[src/rtl/systolic_pkg.sv]
// systolic_pkg: shared element/lane types, feeder states and stream length
package systolic_pkg;
  localparam int ARRAY_N = 4;
  typedef logic signed [7:0] int8_t;
  typedef int8_t [ARRAY_N-1:0][ARRAY_N-1:0] matrix_t;
  typedef int8_t [2*ARRAY_N-2:0] lane_t;
  typedef enum logic [1:0] {IDLE, STREAM, DONE} state_t;
  function automatic int stream_len(input int n);
    return 3 * n - 2;
  endfunction
endpackage

[src/rtl/skew_lane.sv]
// skew_lane: parallel-load register that shifts one slot toward slot 0 per enable
module skew_lane
  import systolic_pkg::*;
#(
  parameter int S = 7
) (
  input  logic            clk,
  input  logic            rst,
  input  logic            load,
  input  logic            shift,
  input  int8_t [S-1:0]   din,
  output int8_t [S-1:0]   q
);
  always_ff @(posedge clk) begin
    if (rst) q <= '0;
    else if (load) q <= din;
    else if (shift) q <= {8'h00, q[S-1:1]};
  end
endmodule

[src/rtl/systolic_feeder.sv]
// systolic_feeder: skews A rows and B columns into lanes and streams them into the array
module systolic_feeder
  import systolic_pkg::*;
#(
  parameter int N = 4
) (
  input  logic                              i_clk,
  input  logic                              i_arst,
  input  logic                              i_valid,
  output logic                              o_ready,
  input  logic signed [N-1:0][N-1:0][7:0]   i_a,
  input  logic signed [N-1:0][N-1:0][7:0]   i_b,
  output logic signed [N-1:0][2*N-2:0][7:0] o_row,
  output logic signed [N-1:0][2*N-2:0][7:0] o_col,
  output logic                              o_doProcess,
  output logic                              o_busy,
  output logic                              o_done
);
  localparam int L = stream_len(N);
  localparam int CW = $clog2(L);
  localparam int S = 2 * N - 1;
  state_t state, state_nx;
  logic [CW-1:0] cnt;
  logic load, shift;
  logic [N-1:0][S-1:0][7:0] row_d, col_d;
  // Lane i holds its matrix vector starting at slot i, which produces the diagonal skew
  for (genvar i = 0; i < N; i++) begin : g_lane
    for (genvar k = 0; k < S; k++) begin : g_slot
      if (k >= i && k < i + N) begin : g_data
        assign row_d[i][k] = i_a[i][k-i];
        assign col_d[i][k] = i_b[k-i][i];
      end else begin : g_pad
        assign row_d[i][k] = '0;
        assign col_d[i][k] = '0;
      end
    end
    skew_lane #(.S(S)) u_row (
      .clk(i_clk), .rst(i_arst), .load(load), .shift(shift), .din(row_d[i]), .q(o_row[i])
    );
    skew_lane #(.S(S)) u_col (
      .clk(i_clk), .rst(i_arst), .load(load), .shift(shift), .din(col_d[i]), .q(o_col[i])
    );
  end
  always_ff @(posedge i_clk) begin
    if (i_arst) begin
      state <= IDLE;
      cnt <= '0;
    end else begin
      state <= state_nx;
      cnt <= load ? '0 : shift ? cnt + 1'b1 : cnt;
    end
  end
  always_comb begin
    state_nx = state;
    if (state == IDLE && i_valid) state_nx = STREAM;
    else if (state == STREAM && cnt == CW'(L - 1)) state_nx = DONE;
    else if (state == DONE) state_nx = IDLE;
  end
  assign load        = state == IDLE && i_valid && !i_arst;
  assign shift       = state == STREAM;
  assign o_ready     = state == IDLE && !i_arst;
  assign o_doProcess = shift;
  assign o_busy      = shift;
  assign o_done      = state == DONE;
endmodule

[config.mk]
export PLATFORM = sky130hd
export DESIGN_NAME = systolic_feeder
export DESIGN_NICKNAME = d
export VERILOG_FILES = /design/src/rtl/systolic_pkg.sv /design/src/rtl/skew_lane.sv /design/src/rtl/systolic_feeder.sv
export SDC_FILE = /design/constraint.sdc
export NUM_CORES = 1
export LEC_CHECK = 0
export BUFFER_PORTS_ARGS = -buffer_cell sky130_fd_sc_hd__buf_2
export CAP_MARGIN = 30
export CORE_AREA = 2 2 275 277
export DETAILED_ROUTE_END_ITERATION = 7
export DIE_AREA = 0 0 277 279
export GPL_TIMING_DRIVEN = 0
export PLACE_DENSITY = 0.52
export SETUP_SLACK_MARGIN = 0.5
export SLEW_MARGIN = 20
export SYNTH_ARGS = -nofsm -noshare
export SYNTH_HDL_FRONTEND = slang
export SYNTH_HIERARCHICAL = 1
export SYNTH_SLANG_ARGS = --single-unit
[constraint.sdc]
create_clock -name i_clk -period 1.6 [get_ports i_clk]
set_input_delay 0.32 -clock i_clk [delete_from_list [all_inputs] [get_ports i_clk]]
set_output_delay 0.32 -clock i_clk [all_outputs]
set_load 0.02 [all_outputs]
==> results_dict.tcl <==
set metrics [dict create \
    drt-pass1-iter-count 4 \
    synthTopCellsByArea "dfxtp_1 (44%), mux2i_1 (19%), a211oi_1 (13%)" \
    p_sw_uw 9480 \
    vias 19500 \
    p_seq_frac 0.404 \
    drc 0 \
    fill_cells 7340 \
    synth-main-ff-cell "dfxtp_1" \
    hp-class "in -> reg" \
    hold_viol_final 0 \
    end_kind "output port" \
    yosysSeqAreaShare 0.436 \
    initialDrtViolationCount 846 \
    ys_top_cells_by_count "dfxtp_1 (454), mux2i_1 (385), nor2b_1 (384), a211oi_1 (361), clkbuf_1 (88)" \
    antenna_found_initial 7 \
    grt_pass1_wl_mm 123 \
    post-route-period-util 1.16 \
    num_rows 100 \
    core-area_sq_um 74100 \
    layout-drive-gt1-share 0.392 \
    crit_arrival_ps 1530 \
    fin_nets 3487 \
    max_clock_freq_mhz 539 \
    clock_sinks 454 \
    skew_ps 32.8 \
    cts_made_buffers 53 \
    final_core_util 0.441 \
    critPathLaunchType "register" \
    grt_pass1_vias 19300 \
    grt_max_degree 24 \
    clock_latency_ps 620 \
    track_usage 0.204 \
    routed_wl_mm 84.4 \
    area.growth.synth_to_final_pct 57.0 \
    clock_path_buffers 3 \
    r2r-start "state[1]$_SDFFE_PP0P_" \
    ios 711 \
    path_clk_slew_ps 60 \
    setup_violations 443 \
    syn-mean-instance-area_sq_um 10.3 \
    routedWlPerCell_microns 19.9 \
    die-height_microns 279 \
    grt-ovfl-total 0 \
    drv_slew 0 \
    start_util 0.281 \
    synth.top_cell.area_share 0.436 \
    outcome "finished, violations left" \
    cts_tree "yes" \
    htree_levels 2 \
    worst-setup-path-type "reg -> out" \
    synth_seq_cells 454 \
    drv_cap 0 \
    netlist_instances 2028 \
    hold_start "i_b[38]" \
    p_leak_uw 0.0140 \
    postRouteAntennaNets 0 \
    synthArstFlopShare 0 \
    critPathRequiredTime_ps 1280 \
    p_sw_frac 0.298 \
    numPlacedInstances 3898 \
    min_period_ps 1850 \
    violations "negative setup slack" \
    cp-startpoint "state[1]$_SDFFE_PP0P_" \
    dpl_worst_slack_ps -1080 \
    dieArea_sq_um 77300 \
    synth.largest_area_cell "dfxtp_1" \
    dp_hpwl_mm 60.8 \
    clockRootBuffer "clkbuf_16" \
    timing.hold.ws_ps 26.8 \
    worst_pin_slew_ps 866 \
    routabilityCongestion 0.852 \
    intPower_uw 22300 \
    rsz0062_at_grt "yes" \
    finalNonFillerCells 4242 \
    viasPerCell 4.61 \
    cp_max_fo 3 \
    combPwrFrac 0.203 \
    yosysWarningCount 6 \
    synth_cell_types 29 \
    synth_area_sq_um 20800 \
    p_per_area_nw_per_um2 973 \
    p_total_uw 31800 \
    relSlewSlack 0.423 \
    p_clk_frac 0.393 \
    synth_edf_count 0 \
    vdd_ir_drop_max_v 0.000782 \
    worst_slack_ps -255 \
    port_buffers 710 \
    die_w_microns 277 \
    yosysMostFrequentCell "dfxtp_1" \
]
-- logic make-up after synthesis --
| family | count (synthesis) | synth area share |
|---|---|---|
| buffers and inverters | 204 | 0.0576 |
| AND/OR/NAND/NOR | 528 | 0.158 |
| flip-flops | 454 | 0.436 |
| multiplexers | 385 | 0.185 |
| other | 1 | 0.000180 |
| adder cells (fa/ha/maj) | 2 | 0.00120 |
| AO/OA/AOI/OAI | 454 | 0.162 |
-- what timing repair did --
item | CTS | global route
endpoints found under the setup margin | 904 | 906
hold buffers | 194 | 0
hold endpoints to repair | 194 | 0
setup buffers | 22 | 13
pin swaps | 22 | 59
cloned | 3 | 10
gates resized for setup | 172 | 419
-- path summary, 6_finish.rpt --
| check | endpoint | slack (ps) | cells past startpoint |
|---|---|---|---|
| hold reg to reg | cnt[3]$_SDFFE_PP0P_ | 510 | 2 |
| setup reg to reg | g_lane[2].u_row/q[25]$_SDFFE_PP0P_ | -240 | 8 |
| hold / removal | g_lane[0].u_col/q[14]$_SDFFE_PP0P_ | 30 | 3 |
| setup / recovery | o_doProcess | -250 | 4 |
-- metrics by stage --
stage,TNS (ps),area [sq um]
2_1_floorplan,-11160,21600
3_3_place_gp,-364590,26400
3_5_place_dp,-373510,26400
4_1_cts,-63540,30800
5_1_grt,-95050,32700
6_report,-62900,32700
-- worst max-delay path, stage by stage, from the launching register on --
cell        delay [ps]
dfxtp_4            340
nand2b_4           130
clkinvlp_4         170
buf_6              170
buf_6              120
-- power groups by stage --
stage / Clock (uW) / Combinational [uW] / Sequential, uW
6_report: 12500 / 6460 / 12900
5_1_grt: 13200 / 6870 / 12900
4_1_cts: 12800 / 5860 / 12800
3_5_place_dp: 0 / 5200 / 13100
3_3_place_gp: 0 / 5210 / 13100
2_1_floorplan: 0 / 2390 / 13700
-- state kept, by name, summed over array words and instances (netlist names) --
name,count
g_lane.u_col/q,224
g_lane.u_row/q,224
cnt,4
state,2
-- final cells by class --
cell class / count / area, sq um / area share
antenna: 5 / 12.5 / 0.000383
buffer: 193 / 2000 / 0.0613
clock buffer: 80 / 1620 / 0.0495
clock inverter: 17 / 170 / 0.00520
inverter: 11 / 52.6 / 0.00161
multi-input combinational: 1562 / 12400 / 0.378
sequential: 454 / 9100 / 0.278
tap: 969 / 1210 / 0.0371
timing repair buffer: 950 / 6160 / 0.188
timing repair inverter: 1 / 7.51 / 0.000230
-- metal layers --
metal,vias to the layer above,track usage,share of wire
met1,9315,0.254,0.43
met4,4,0.0612,0.027
met2,525,0.353,0.50
met5,-,0,0.00032
met3,129,0.0415,0.048
li1,9569,-,-
-- cell usage in the layout (no fill, tap or decap), drive strengths merged, types with 4 or more instances in the layout --
| cell | netlist | final |
|---|---|---|
| dlygate4sd3 | 0 | 194 |
| buf | 105 | 875 |
| clkbuf | 88 | 153 |
| clkinv | 0 | 12 |
| a21oi | 65 | 65 |
| nor2b | 384 | 384 |
| clkinvlp | 0 | 4 |
| nor2 | 4 | 4 |
| conb | 1 | 192 |
| inv | 11 | 11 |
| nand2 | 66 | 66 |
| dfxtp | 454 | 454 |
| or3b | 64 | 64 |
| a211oi | 385 | 385 |
| mux2i | 385 | 385 |
| diode | 0 | 5 |
No activity file was read; power rests on OpenSTA's default activity.
